===== config.mk =====
export PLATFORM = sky130hd
export DESIGN_NAME = bram_stream_reader_flat
export DESIGN_NICKNAME = d
export VERILOG_FILES = /design/src/rtl/bram_reader_pkg.sv /design/src/rtl/bram_stream_reader_if.sv /design/src/rtl/bram_reader_fifo.sv /design/src/rtl/bram_stream_reader.sv /design/src/flat_wrapper.sv
export SDC_FILE = /design/constraint.sdc
export NUM_CORES = 1
export LEC_CHECK = 0
export ABC_AREA = 1
export ABC_CLOCK_PERIOD_IN_PS = 2800
export CAP_MARGIN = 20
export CORE_MARGIN = 3
export CORE_UTILIZATION = 40
export DETAILED_ROUTE_END_ITERATION = 6
export RECOVER_POWER = 50
export SYNTH_ARGS = -nofsm -noshare
export SYNTH_HDL_FRONTEND = slang
export SYNTH_SLANG_ARGS = --single-unit

===== constraint.sdc =====
create_clock -name clk_i -period 2.8 [get_ports clk_i]
set_input_delay 0.42 -clock clk_i [delete_from_list [all_inputs] [get_ports clk_i]]
set_output_delay 0.42 -clock clk_i [all_outputs]
set_load 0.01 [all_outputs]

===== src/rtl/bram_reader_pkg.sv =====
// bram_reader_pkg: shared types and latency constants for bram_stream_reader.
// Optional macro BRAM_READER_OUTREG_EN selects the 2-cycle (output-register) BRAM.
package bram_reader_pkg;

  typedef enum logic [1:0] {
    IDLE,
    READ,
    DRAIN,
    DONE
  } state_t;

`ifdef BRAM_READER_OUTREG_EN
  localparam int RD_LATENCY = 2;
`else
  localparam int RD_LATENCY = 1;
`endif

  // One buffer slot per in-flight read plus one for the word on the output.
  localparam int BUF_DEPTH = RD_LATENCY + 1;

endpackage


===== src/rtl/bram_stream_reader_if.sv =====
// bram_stream_reader_if: BRAM read port plus valid/ready output stream.
// master = reader side, slave = BRAM/consumer side.
interface bram_stream_reader_if #(
  parameter int RAM_WIDTH     = 16,
  parameter int RAM_ADDR_BITS = 3
);

  logic                     ram_en_o;
  logic [RAM_ADDR_BITS-1:0] ram_addr_o;
  logic [RAM_WIDTH-1:0]     ram_data_i;
  logic [RAM_WIDTH-1:0]     data_o;
  logic                     valid_o;
  logic                     ready_i;
  logic                     last_o;

  modport master (
    output ram_en_o,
    output ram_addr_o,
    input  ram_data_i,
    output data_o,
    output valid_o,
    input  ready_i,
    output last_o
  );

  modport slave (
    input  ram_en_o,
    input  ram_addr_o,
    output ram_data_i,
    input  data_o,
    input  valid_o,
    output ready_i,
    input  last_o
  );

endinterface


===== src/rtl/bram_reader_fifo.sv =====
// bram_reader_fifo: small synchronous FIFO with occupancy count.
// Ports: clk_i/rst_i, push_i/data_i in, pop_i, data_o/valid_o head, count_o.
module bram_reader_fifo #(
  parameter int WIDTH = 16,
  parameter int DEPTH = 2
) (
  input  logic                         clk_i,
  input  logic                         rst_i,
  input  logic                         push_i,
  input  logic [WIDTH-1:0]             data_i,
  input  logic                         pop_i,
  output logic [WIDTH-1:0]             data_o,
  output logic                         valid_o,
  output logic [$clog2(DEPTH+1)-1:0]   count_o
);

  localparam int CW = $clog2(DEPTH + 1);
  localparam int PW = (DEPTH > 1) ? $clog2(DEPTH) : 1;
  localparam logic [PW-1:0] LAST = PW'(DEPTH - 1);

  logic [WIDTH-1:0] mem [DEPTH];
  logic [PW-1:0]    wr_ptr;
  logic [PW-1:0]    rd_ptr;
  logic [CW-1:0]    cnt;

  function automatic logic [PW-1:0] inc(input logic [PW-1:0] p);
    return (p == LAST) ? '0 : p + 1'b1;
  endfunction

  always_ff @(posedge clk_i or posedge rst_i) begin
    if (rst_i) begin
      wr_ptr <= '0;
      rd_ptr <= '0;
      cnt    <= '0;
      for (int i = 0; i < DEPTH; i++) mem[i] <= '0;
    end else begin
      if (push_i) begin
        mem[wr_ptr] <= data_i;
        wr_ptr      <= inc(wr_ptr);
      end
      if (pop_i) rd_ptr <= inc(rd_ptr);
      case ({push_i, pop_i})
        2'b10:   cnt <= cnt + 1'b1;
        2'b01:   cnt <= cnt - 1'b1;
        default: cnt <= cnt;
      endcase
    end
  end

  assign data_o  = mem[rd_ptr];
  assign valid_o = (cnt != '0);
  assign count_o = cnt;

endmodule


===== src/rtl/bram_stream_reader.sv =====
// bram_stream_reader: walks a BRAM address window and streams words out.
// Ports: clk_i, rst_i, start_i, base_addr_i, len_i, busy_o, done_o, bus
// (BRAM en/addr/data + data/valid/ready/last). Macro: BRAM_READER_OUTREG_EN.
module bram_stream_reader
  import bram_reader_pkg::*;
#(
  parameter int RAM_WIDTH     = 16,
  parameter int RAM_ADDR_BITS = 3
) (
  input  logic                     clk_i,
  input  logic                     rst_i,
  input  logic                     start_i,
  input  logic [RAM_ADDR_BITS-1:0] base_addr_i,
  input  logic [RAM_ADDR_BITS:0]   len_i,
  output logic                     busy_o,
  output logic                     done_o,
  bram_stream_reader_if.master     bus
);

  localparam int CW = RAM_ADDR_BITS + 1;
  localparam int FW = $clog2(BUF_DEPTH + 1);

  state_t                   state;
  logic [RAM_ADDR_BITS-1:0] addr_q;
  logic [CW-1:0]            issue_cnt;
  logic [CW-1:0]            beat_cnt;
  logic [RD_LATENCY-1:0]    infl;

  logic                     ram_en;
  logic                     hs;
  logic                     credit;
  logic [3:0]               occ;
  logic [RAM_WIDTH-1:0]     fifo_data;
  logic                     fifo_valid;
  logic [FW-1:0]            fifo_cnt;

  assign hs = fifo_valid & bus.ready_i;

  // Slots claimed = buffered + in flight, less the word leaving this cycle.
  always_comb begin
    occ = 4'(fifo_cnt);
    for (int i = 0; i < RD_LATENCY; i++) begin
      occ = occ + 4'(infl[i]);
    end
    if (hs) occ = occ - 4'd1;
  end

  assign credit = (occ < 4'(BUF_DEPTH));
  assign ram_en = (state == READ) && (issue_cnt != '0) && credit;

  always_ff @(posedge clk_i or posedge rst_i) begin
    if (rst_i) begin
      state     <= IDLE;
      addr_q    <= '0;
      issue_cnt <= '0;
      beat_cnt  <= '0;
      infl      <= '0;
      busy_o    <= 1'b0;
      done_o    <= 1'b0;
    end else begin
      infl   <= RD_LATENCY'({infl, ram_en});
      done_o <= 1'b0;
      if (hs) beat_cnt <= beat_cnt - 1'b1;
      unique case (state)
        IDLE: begin
          if (start_i) begin
            if (len_i != '0) begin
              addr_q    <= base_addr_i;
              issue_cnt <= len_i;
              beat_cnt  <= len_i;
              busy_o    <= 1'b1;
              state     <= READ;
            end else begin
              done_o <= 1'b1;
              state  <= DONE;
            end
          end
        end
        READ: begin
          if (ram_en) begin
            addr_q    <= addr_q + 1'b1;
            issue_cnt <= issue_cnt - 1'b1;
            if (issue_cnt == CW'(1)) state <= DRAIN;
          end
        end
        DRAIN: begin
          if (hs && beat_cnt == CW'(1)) begin
            busy_o <= 1'b0;
            done_o <= 1'b1;
            state  <= DONE;
          end
        end
        DONE: begin
          state <= IDLE;
        end
      endcase
    end
  end

  bram_reader_fifo #(
    .WIDTH (RAM_WIDTH),
    .DEPTH (BUF_DEPTH)
  ) u_fifo (
    .clk_i   (clk_i),
    .rst_i   (rst_i),
    .push_i  (infl[RD_LATENCY-1]),
    .data_i  (bus.ram_data_i),
    .pop_i   (hs),
    .data_o  (fifo_data),
    .valid_o (fifo_valid),
    .count_o (fifo_cnt)
  );

  assign bus.ram_en_o   = ram_en;
  assign bus.ram_addr_o = addr_q;
  assign bus.data_o     = fifo_data;
  assign bus.valid_o    = fifo_valid;
  assign bus.last_o     = fifo_valid && (beat_cnt == CW'(1));

endmodule


===== src/flat_wrapper.sv =====
// flat-port wrapper written by rule: the top's interface ports become plain ports
module bram_stream_reader_flat import bram_reader_pkg::*;
#(
  parameter int RAM_WIDTH     = 16,
  parameter int RAM_ADDR_BITS = 3
)
  (clk_i, rst_i, start_i, base_addr_i, len_i, busy_o, done_o, bus_ram_en_o, bus_ram_addr_o, bus_ram_data_i, bus_data_o, bus_valid_o, bus_ready_i, bus_last_o);
  bram_stream_reader_if #(.RAM_WIDTH(RAM_WIDTH), .RAM_ADDR_BITS(RAM_ADDR_BITS)) bus_i ();
  input  logic clk_i;
  input  logic rst_i;
  input  logic start_i;
  input  logic [RAM_ADDR_BITS-1:0] base_addr_i;
  input  logic [RAM_ADDR_BITS:0] len_i;
  output logic busy_o;
  output logic done_o;
  output wire logic [$bits(bus_i.ram_en_o)-1:0] bus_ram_en_o;
  output wire logic [$bits(bus_i.ram_addr_o)-1:0] bus_ram_addr_o;
  input wire logic [$bits(bus_i.ram_data_i)-1:0] bus_ram_data_i;
  output wire logic [$bits(bus_i.data_o)-1:0] bus_data_o;
  output wire logic [$bits(bus_i.valid_o)-1:0] bus_valid_o;
  input wire logic [$bits(bus_i.ready_i)-1:0] bus_ready_i;
  output wire logic [$bits(bus_i.last_o)-1:0] bus_last_o;
  assign bus_ram_en_o = bus_i.ram_en_o;
  assign bus_ram_addr_o = bus_i.ram_addr_o;
  assign bus_i.ram_data_i = bus_ram_data_i;
  assign bus_data_o = bus_i.data_o;
  assign bus_valid_o = bus_i.valid_o;
  assign bus_i.ready_i = bus_ready_i;
  assign bus_last_o = bus_i.last_o;
  bram_stream_reader #(.RAM_WIDTH(RAM_WIDTH), .RAM_ADDR_BITS(RAM_ADDR_BITS)) u_core (.clk_i(clk_i), .rst_i(rst_i), .start_i(start_i), .base_addr_i(base_addr_i), .len_i(len_i), .busy_o(busy_o), .done_o(done_o), .bus(bus_i));
endmodule

-- Word level (Yosys, flattened, before mapping)
Index checks and enable logic that the tools add are counted.
- muxes and demuxes: 36
- $lt $le $gt $ge: 4
- reductions and logical operators: 15
- bitwise operators: 3
- eq/ne operators: 12
- $add $sub $neg: 9
- operator list (cell ; number):
    16-bit two-way mux ; 4
    32-bit bitwise mux ; 1
    4-bit two-way mux ; 8
    16-bit demux with 1-bit select ; 1
    4-bit AND reduction ; 3
    4-bit by 1-bit subtractor with 4-bit output, second input constant ; 3
    2-bit two-way mux ; 5
    3-bit two-way mux ; 3
    4-bit by 1-bit equality test with 1-bit output, second input constant ; 2
    1-bit two-way mux ; 8
    2-bit one-hot mux with 4 select lines ; 1
    4-bit one-hot mux with 2 select lines ; 1
    2-bit nonzero test ; 4
    4-bit nonzero test ; 2
    2-bit equality test, second input constant ; 3
    2-bit by 1-bit != test with 1-bit output, second input constant ; 3
    3-bit one-hot mux with 2 select lines ; 1
    1-bit logical AND ; 5
    2-bit by 1-bit equality test with 1-bit output, second input constant ; 2
    2-bit greater-or-equal comparator, second input constant ; 2
    4-bit by 2-bit less-than comparator with 1-bit output, second input constant ; 1
    2-bit != test, second input constant ; 2
    1-bit inverter with 2-bit output ; 2
    1-bit one-hot mux with 2 select lines ; 2
    9 further kinds ; 10
- register bits after elaboration: 52
- logic and storage cells: 91

-- Logic depth before layout (Yosys ltp)
- depth after elaboration: 7
- gate-level depth with buffers: 15

-- Cells and area by module
From an unflattened synthesis, not the netlist that was laid out.
- cell total of the unflattened synthesis: 352
- area total of the unflattened synthesis: 2834.0 um2
- modules (own cells, without submodules) (module ; sequential area each (um2) ; times used ; cells an instance ; area each (um2)):
    bram_reader_fifo ; 900.9 ; 1 ; 195 ; 1680.4
    bram_stream_reader ; 400.4 ; 1 ; 157 ; 1153.6

-- Worst setup path after synthesis
No wires, ideal clock.
- kind: register to output
- start: reg u_core.u_fifo.cnt[0] (netlist: u_core.u_fifo.count_o[0])
- end: out bus_ram_en_o
- cell stages (with the launch flop): 12
- required time: 2.380 ns
- path buffers: 0
- data arrival time: 1.635 ns
- path slack: 0.745 ns
- cell sequence: dfrtp_1 ha_1 inv_1 ha_1 inv_1 ha_1 inv_1 nand2_1 nand2_1 nor2_1 nand3_2 inv_1
- longest elaborated chain between the ends: 5
- RTL lines (element ; RTL line ; RTL):
    start, declared ; bram_reader_fifo.sv:24 ; logic [CW-1:0] cnt;
    start signal, assigned ; bram_reader_fifo.sv:43 ; 2'b10: cnt <= cnt + 1'b1;
    start signal, assigned ; bram_reader_fifo.sv:44 ; 2'b01: cnt <= cnt - 1'b1;
    start signal, assigned ; bram_reader_fifo.sv:45 ; default: cnt <= cnt;
    2-bit by 1-bit adder with 3-bit output / 2-bit nonzero test (equally long branches) ; bram_stream_reader.sv:43, bram_reader_fifo.sv:51 ;
    4-bit by 1-bit subtractor with 4-bit output / 1-bit AND (equally long branches) ; bram_stream_reader.sv:45, bram_stream_reader.sv:37 ;
    4-bit two-way mux * ; bram_stream_reader.sv:45 ; if (hs) occ = occ - 4'd1;
    4-bit by 2-bit less-than comparator with 1-bit output * ; bram_stream_reader.sv:48 ; assign credit = (occ < 4'(BUF_DEPTH));
    1-bit logical AND * ; bram_stream_reader.sv:49 ; assign ram_en = (state == READ) && (issue_cnt != '0) && credit;
    end, declared ; flat_wrapper.sv:16 ; output wire logic [$bits(bus_i.ram_en_o)-1:0] bus_ram_en_o;
Mark *: on every way between the ends. The rest lies on a longest branch, timed or not.

-- Final worst setup path
Same ends and word-level chain as after synthesis.

==> impl_metrics.py <==
metrics = {
    "floorplanning": {
        "start_util_pct": 42.0,
        "die_area_um2": 7850,
        "rows": 29,
        "io_pins": 51,
        "fp.dieW_um": 88.6,
        "die_h_um": 88.6,
        "core_area_um2": 6490,
    },
    "place": {
        "dpl_cell_area_um2": 3310,
        "dp.cells": 437,
        "place.port_buffers": 50,
        "routabilityCongestion": 0.771,
        "place_hpwl_um": 3940,
    },
    "final_layout": {
        "drive_gt1_share_pct": 11.1,
        "area_delta_synth_final_pct": 24.0,
        "multi_input_area_um2": 1180,
        "design_area_um2": 3380,
        "seqCellArea_um2": 1300,
        "finalNonFillerCells": 446,
        "antenna_cells": 0,
        "fin_nets": 409,
        "num-fill-cells": 616,
    },
    "setup_path": {
        "reg2reg_from": "u_core.u_fifo.count_o[0]$_DFFE_PP0P_",
        "critical_path_class": "flip-flop to primary output",
        "critPathMaxFanout": 2,
        "r2r_setup_slack_ns": 0.65,
        "cp-start-kind": "flip-flop",
        "required_ns": 2.38,
        "cp.arrival_ns": 2.19,
        "endpoint_kind": "primary output",
        "r2r_end": "u_core.bus.ram_addr_o[0]$_DFFE_PP0P_",
        "ff2ff_path_depth": 14,
    },
    "timing": {
        "finalHoldViolCount": 0,
        "drv_slew": 0,
        "setup_viol": 0,
        "fin_skew_ns": 0.00901,
        "tightest_slew_ns": 1.29,
        "period_minus_slack_ns": 2.61,
        "slew_headroom_pct": 14.2,
        "fmax_ghz": 0.383,
        "finalCritPeriodShare_pct": 93.2,
        "setup_tns_ns": 0,
        "rsz0062_at_grt": "false",
    },
    "status": {
        "status": "finished, final reports clean",
    },
    "clocking": {
        "cts_root_buf": "clkbuf_8",
        "cts_buffers": 5,
        "cts.sinks": 52,
        "cts_tree": "done",
        "h-tree-depth": 2,
        "clk_pin_slew_ns": 0.10,
        "cts_hold_buf": 0,
        "cts.path.max_buffers": 2,
        "clock_latency_ns": 0.31,
    },
    "power_and_ir_drop": {
        "pwr-share-clk_pct": 11.8,
        "switchingPower_mw": 1.52,
        "swShare_pct": 39.8,
        "max-vdd-ir-drop_v": 0.000527,
        "p_comb_share_pct": 53.5,
        "power_frac_seq_pct": 34.7,
        "powerDensity_nw_per_um2": 1130,
        "p_int_mw": 2.30,
        "p_leak_nw": 1.68,
    },
    "grt": {
        "grt_use_total_pct": 15.2,
        "grt_max_degree": 53,
        "grt_remaining_overflow": 0,
        "grt_pass1_wl_um": 9380,
        "grt_pass1_vias": 2032,
        "antenna_found_initial": 0,
    },
    "route": {
        "drcViolationCount": 0,
        "ant_nets": 0,
        "drt-initial-drc-count": 145,
        "drtPass1Iterations": 4,
        "wl_per_cell_um": 12.3,
        "vias": 2144,
        "via_per_inst": 4.81,
        "routed_wl_um": 5480,
    },
    "synth": {
        "yosysSeqAreaShare_pct": 47.7,
        "synthCells": 316,
        "yosysUniqueCellTypes": 26,
        "synth_ff_type": "dfrtp_1",
        "netlist_area_um2": 2730,
        "synthTopCellsByCount": "nand2_1 (81), dfrtp_1 (52), inv_1 (44), o21ai_0 (44), nand3_1 (19)",
        "yosys.cell_count.top_type": "nand2_1",
        "synth.area.top_cells": "dfrtp_1 (48%), nand2_1 (11%), o21ai_0 (8.1%)",
        "avgSynthCellArea_um2": 8.63,
        "syn_nets": 357,
        "synth_seq_cells": 52,
        "yosysWarnings": 0,
        "async_flop_share_pct": 100,
        "yosys.area.top_type": "dfrtp_1",
        "synth_top_area_share_pct": 47.7,
        "synth-edff-count": 0,
    },
    "min_path": {
        "hp-class": "flip-flop to flip-flop",
        "whs_path_depth": 1,
        "hp-start": "u_core.u_fifo.rd_ptr$_DFFE_PP0N_",
        "whs_endpoint": "u_core.u_fifo.rd_ptr$_DFFE_PP0N_",
    },
    "flow_run": {
        "drv_cap": 0,
    },
}
==> final cells by class <==
type,instances,area share [%]
well taps,77,2.85
inverters,46,5.10
flip-flops and latches,52,38.5
multi-input cells,207,35.0
clock buffers,5,2.03
repair buffers,56,15.8
clock inverters,3,0.740
==> metrics by stage <==
| stage | worst slack [ns] | util (%) | hold WS (ns) | power, mW |
|---|---|---|---|---|
| 6_report | 0.190 | 52.1 | 0.478 | 3.82 |
| 5_1_grt | 0.0195 | 52.1 | 0.504 | 4.23 |
| 4_1_cts | 0.155 | 52.5 | 0.480 | 3.90 |
| 3_5_place_dp | 0.218 | 51.0 | 0.462 | 3.43 |
| 3_3_place_gp | 0.318 | 51.0 | 0.455 | 3.40 |
| 2_1_floorplan | 0.745 | - | 0.442 | 2.67 |
==> power by group through the flow <==
stage	registers (mW)	clock network, mW	logic (mW)
global placement	1.33	0	2.07
floorplan	1.31	0	1.36
CTS	1.33	0.467	2.10
detailed placement	1.34	0	2.09
global route	1.37	0.504	2.35
finish	1.33	0.452	2.04
==> what timing repair did <==
item,CTS,global route
setup buffers,1,0
setup endpoints to repair,1,0
hold endpoints to repair,0,0
resized for setup,1,0
==> layout by cell type (no fill, tap or decap) <==
cell type	instances
dlygate4sd3_1	2
nand3_1	19
clkbuf_2	1
a21oi_2	1
clkbuf_1	2
a21oi_1	4
or2_1	1
buf_4	3
o21ai_1	1
nor3_1	1
inv_2	2
clkdlybuf4s50_1	47
nand2_1	81
o21ai_2	2
inv_1	43
inv_6	2
dfrtp_1	52
mux2_2	16
nand4_1	2
xor2_1	3
nor2_4	1
o22ai_1	2
clkinvlp_4	1
nand2_2	6
clkbuf_8	5
ha_1	14
nor2_1	5
nand3_2	1
o21ai_0	46
xnor2_1	1
dlygate4sd2_1	1
clkinv_1	1
==> worst max-delay path by stage <==
stage	start	end	slack [ns]	cells past startpoint
global route	u_core.u_fifo.count_o[0]$_DFFE_PP0P_	bus_ram_en_o	0.02	12
finish	u_core.u_fifo.count_o[0]$_DFFE_PP0P_	bus_ram_en_o	0.19	12
global placement	u_core.infl$_DFF_PP0_	bus_ram_en_o	0.32	12
detailed placement	u_core.infl$_DFF_PP0_	bus_ram_en_o	0.22	12
floorplan	u_core.u_fifo.count_o[0]$_DFFE_PP0P_	bus_ram_en_o	0.75	11
CTS	u_core.u_fifo.count_o[0]$_DFFE_PP0P_	bus_ram_en_o	0.16	12
==> logic make-up after synthesis <==
family | count (synthesis) | synth area share [%]
buffers and inverters | 57 | 8.26
DFF | 52 | 47.7
muxes | 16 | 6.61
AOI/OAI and AO/OA | 56 | 10.8
xor gates and xnor gates | 4 | 1.28
adders and majority gates | 14 | 6.42
and+or+nand+nor | 117 | 18.9
==> registers in the layout (all words and copies together) (netlist names), 2 cells and up <==
name	cells
u_core.u_fifo.count_o	2
u_core.state	2
u_core.beat_cnt	4
u_core.bus.ram_addr_o	3
u_core.u_fifo.mem	32
u_core.issue_cnt	4
==> critical path: stages (launching register included) <==
cell,delay (ns)
dfrtp_1,0.39
ha_1,0.21
inv_1,0.08
ha_1,0.26
inv_1,0.07
ha_1,0.16
inv_1,0.04
nand2_1,0.05
nand2_1,0.05
nor2_1,0.13
nand3_2,0.11
inv_1,0.08
dlygate4sd2_1,0.26
==> layer usage <==
layer  vias up  global-route usage, %  wire (um)
met5         -                      0          0
met4         0                   3.71         31
li1       1114                      -          -
met1       989                   22.2       2700
met3         2                   3.26        229
met2        39                   23.0       2520
Note: power is estimated with default switching activity, not from simulation.
